<file path="src/rtl/axis_ascon_aead128_roundtrip_checker.sv">
// Ascon-AEAD128 round-trip checker: passes ciphertext from encryptor to
// decryptor (optionally corrupting the first byte of a message), records the
// plaintext entering the encryptor and compares it with the decryptor output,
// then scores each message on the decryptor's tag verdict.

// Small FIFO with same-cycle bypass when empty; reports drop/underflow events.
module axis_ascon_aead128_roundtrip_checker_fifo #(
    parameter int W  = 1,
    parameter int AW = 4
) (
    input  logic         clk,
    input  logic         resetn,
    input  logic         push,
    input  logic [W-1:0] push_data,
    input  logic         pop,
    output logic [W-1:0] head_data,
    output logic         overflow,
    output logic         underflow
);
    localparam int         DEPTH    = 1 << AW;
    localparam logic [AW:0] FULL_CNT = {1'b1, {AW{1'b0}}};

    logic [W-1:0]  mem_r [DEPTH];
    logic [AW-1:0] wr_ptr_r;
    logic [AW-1:0] rd_ptr_r;
    logic [AW:0]   count_r;
    logic          empty_s;
    logic          full_s;
    logic          bypass_s;
    logic          wr_en_s;
    logic          rd_en_s;

    // Decode occupancy, bypass, drop and underflow conditions for this cycle.
    always_comb begin
        empty_s   = (count_r == {(AW+1){1'b0}});
        full_s    = (count_r == FULL_CNT);
        bypass_s  = empty_s && push && pop;
        underflow = pop && empty_s && !push;
        overflow  = push && full_s && !pop;
        wr_en_s   = push && !bypass_s && !overflow;
        rd_en_s   = pop && !empty_s;
        if (!empty_s) begin
            head_data = mem_r[rd_ptr_r];
        end else if (push) begin
            head_data = push_data;
        end else begin
            head_data = {W{1'b0}};
        end
    end

    // Storage array; contents are meaningless once pointers are reset.
    always_ff @(posedge clk) begin
        if (wr_en_s) begin
            mem_r[wr_ptr_r] <= push_data;
        end
    end

    // Pointer and occupancy bookkeeping.
    always_ff @(posedge clk or negedge resetn) begin
        if (!resetn) begin
            wr_ptr_r <= {AW{1'b0}};
            rd_ptr_r <= {AW{1'b0}};
            count_r  <= {(AW+1){1'b0}};
        end else begin
            if (wr_en_s) begin
                wr_ptr_r <= wr_ptr_r + AW'(1);
            end
            if (rd_en_s) begin
                rd_ptr_r <= rd_ptr_r + AW'(1);
            end
            case ({wr_en_s, rd_en_s})
                2'b10:   count_r <= count_r + (AW+1)'(1);
                2'b01:   count_r <= count_r - (AW+1)'(1);
                default: count_r <= count_r;
            endcase
        end
    end
endmodule


</file>
<file path="config.mk">
export PLATFORM = sky130hd
export DESIGN_NAME = axis_ascon_aead128_roundtrip_checker_fifo
export DESIGN_NICKNAME = d
export VERILOG_FILES = /design/src/rtl/axis_ascon_aead128_roundtrip_checker.sv
export SDC_FILE = /design/constraint.sdc
export NUM_CORES = 1
export LEC_CHECK = 0
export ABC_CLOCK_PERIOD_IN_PS = 3000
export BUFFER_PORTS_ARGS = -buffer_cell sky130_fd_sc_hd__buf_4
export CAP_MARGIN = 40
export CORE_MARGIN = 2
export CORE_UTILIZATION = 59
export DETAILED_ROUTE_END_ITERATION = 6
export MAX_ROUTING_LAYER = met4
export PLACE_DENSITY = 0.83
export SLEW_MARGIN = 25
export SYNTH_ARGS = -nofsm -noshare
export SYNTH_HDL_FRONTEND = slang
export SYNTH_SLANG_ARGS = --single-unit
</file>
<file path="constraint.sdc">
create_clock -name clk -period 3 [get_ports clk]
set_input_delay 0.6 -clock clk [delete_from_list [all_inputs] [get_ports clk]]
set_output_delay 0.6 -clock clk [all_outputs]
set_load 0.01 [all_outputs]
</file>
==> flow_summary_export.csv <==
group,metric,value,unit
logic_synthesis,synth_area_per_cell,11.9,um^2
clock_network,cts_resized,0,
logic_synthesis,synth_top_area_cell,"edfxtp_1",
clock_network,numCtsBuffers,5,
placed_design,placed_cell_area,0.00159,mm^2
setup_path,r2r_end,"count_r[4]",
clock_network,cts.sinks,29,
logic_synthesis,synthMuxAreaShare,0.0713,
clock_network,cts.htree.levels,2,
die,fp.coreArea,0.00245,mm^2
clock_network,clock_latency,0.33,ns
global_route,track_usage,0.219,
logic_synthesis,syn_nets,141,
route,ant_nets,0,
logic_synthesis,netlist_area,0.00153,mm^2
route,wirelength,2650,um
pwr,p_per_area,905,mW/mm^2
global_route,grt_pass1_vias,934,
setup_path,critPathLaunchType,"flip-flop",
layout,final_common_cell,"edfxtp_1",
setup_path,cp_data_required_time,3.26,ns
setup_path,setup.worst_path.class,"reg2reg",
placed_design,pre_cts_slack,0.300,ns
sta,report.final.hold_viol_count,0,
layout,area_growth,7.70,%
global_route,grt_pass1_wl,4200,um
sta,fmax,369,MHz
sta,slew_viol_final,0,
setup_path,rr_worst_depth,10,
clock_network,cts_tree,"done",
route,viasPerCell,5.75,
setup_path,cp-end-kind,"flip-flop",
worst_hold_path,min_path_type,"in2async",
sta,rsz0062_at_grt,"false",
route,drcViolationCount,0,
pwr,ir_drop,0.000587,V
placed_design,io_buffer_count,7,
setup_path,crit_path_max_fanout,9,
die,fp.dieW,54.9,um
clock_network,path_clk_slew,0.09,ns
clock_network,cts_buffer_depth,2,
die,io_pins,8,
sta,tightest_slew,0.411,ns
logic_synthesis,ys_ff_latch,29,
die,die_y,54.9,um
layout,layout_common_cells,"edfxtp_1 (16), nor2_1 (14), dfrtp_1 (13), ha_1 (8), buf_4 (8)",
logic_synthesis,synthSimpleGateAreaFrac,0.155,
sta,slew_headroom,0.726,
route,wl_per_cell,15.9,um
global_route,grt_max_degree,18,
placed_design,hpwl,1920,um
die,initial_core_util,0.622,
logic_synthesis,synth_top_area_share,0.314,
sta,tns,0,ns
logic_synthesis,synthAdderAreaFrac,0.0655,
route,drt_iter0_drc,15,
logic_synthesis,synth.area.top_cells,"edfxtp_1 (31%), dfrtp_1 (21%), ha_1 (6.6%), xnor2_1 (4.0%), xor2_1 (4.0%)",
sta,skew,0.00947,ns
layout,drive_gt1_frac,0.190,
setup_path,r2r_setup_slack,0.29,ns
logic_synthesis,synth_xor_area_frac,0.0803,
logic_synthesis,synth_compound_area_frac,0.0680,
global_route,antenna_found_initial,0,
layout,fin_cells,167,
clock_network,root_buffer,"clkbuf_4",
clock_network,cts_setup_buffers,0,
placed_design,dp_cells,159,
clock_network,ctsHoldBuffers,0,
logic_synthesis,yosysWarnings,0,
layout,postLayoutCellArea,0.00165,mm^2
pwr,leakage,0.000647,uW
sta,finalCritPeriodShare,0.904,
logic_synthesis,synth_top_family_by_area,"simple AND/OR/NAND/NOR gates",
die,die_area,0.00301,mm^2
setup_path,crit_arrival,2.97,ns
layout,nets,149,
global_route,gr-total-overflow,0,
flow_run,drv_cap,0,
route,vias,961,
die,num_rows,18,
layout,fill_cells,178,
route,dr.pass1.iters,4,
placed_design,place_congestion,0.743,
sta,layout_min_cycle_time,2.71,ns
sta,setup_viol,0,
setup_path,reg2reg_from,"count_r[1]",
logic_synthesis,synthCells,128,
run_status,status,"complete, no violations",
layout,diodes,0,
sta,setup_slack,0.287,ns
logic_synthesis,yosysUniqueCellTypes,37,
logic_synthesis,seq_area_frac_synth,0.527,
## state kept, by name, summed over array words and instances, names as in the netlist
register  count
wr_ptr_r      4
rd_ptr_r      4
mem_r        16
count_r       5
## cells by family (layout without fill, tap and decap cells)
group,Yosys count,count (layout)
muxes,8,8
DFF,29,29
AOI/OAI and AO/OA,15,15
adders and majority gates,8,8
xor gates and xnor gates,14,14
and+or+nand+nor,43,43
buffers and inverters,11,20
## power breakdown
part	total, uW	switching (uW)	internal [uW]
Sequential	731	194	536
Combinational	530	250	280
Clock	229	141	88.1
## layout make-up
cell class	count	area, um^2	share of cell area
clock buffer	5	37.5	0.0228
clock inverter	3	17.5	0.0106
inverter	4	15.0	0.00913
multi-input combinational	88	672	0.408
sequential	29	806	0.490
tap	30	37.5	0.0228
timing repair buffer	8	60.1	0.0365
## worst max-delay path by stage
stage / from / slack [ns] / cells past startpoint / end
2_1_floorplan: count_r[1] / 0.31 / 12 / count_r[4]
3_3_place_gp: count_r[1] / 0.41 / 10 / count_r[4]
3_5_place_dp: count_r[1] / 0.30 / 10 / count_r[4]
4_1_cts: count_r[1] / 0.28 / 10 / count_r[4]
5_1_grt: count_r[1] / 0.05 / 10 / count_r[4]
6_report: count_r[1] / 0.29 / 10 / count_r[4]
## critical path: stages (launching register included)
cell and delay [ns]:
dfrtp_1 0.47, or4_4 0.60, o21a_1 0.33, inv_1 0.14, ha_1 0.18, xor2_1 0.16, ha_1 0.20, and3b_1 0.15
o21ai_0 0.07, a21oi_1 0.19, xor2_1 0.16
## cells in the mapped netlist
cell       n
nand3_1    1
mux2i_1    3
nor3_1     5
o21a_4     1
o31ai_1    1
nor2_1    14
nor3b_1    1
buf_1      2
nor4b_1    1
nand3b_1   2
a32oi_1    1
and3b_1    2
nand2_1    7
edfxtp_1  16
o211ai_1   2
or4_4      1
nand4_2    1
dfrtp_1   13
xor2_1     7
or2_2      1
o21a_1     1
mux4_2     2
nor2b_1    1
nand4_1    2
inv_1      4
a21oi_1    4
xnor2_1    7
ha_1       8
nand2b_1   3
nand2_4    1
mux2_2     3
buf_6      1
clkbuf_1   3
buf_2      1
o31a_1     1
a31oi_1    1
o21ai_0    3
## routing by layer
layer,vias up,wire [um],track usage
met2,15,1300,0.345
met4,0,59,0.138
met3,8,88,0.0492
met1,471,1200,0.251
li1,467,-,-
met5,-,0,-
## stage by stage
| step | util | hold WS [ns] | total power (uW) |
|---|---|---|---|
| after global routing | 0.670 | 0.0945 | 1600 |
| after global placement | 0.648 | 0.451 | 1230 |
| after CTS | 0.670 | 0.0921 | 1500 |
| after detailed placement | 0.648 | 0.455 | 1270 |
| final | 0.670 | 0.0975 | 1490 |
| after floorplan | - | 0.304 | 1130 |
No activity file was read; power rests on OpenSTA's default activity.
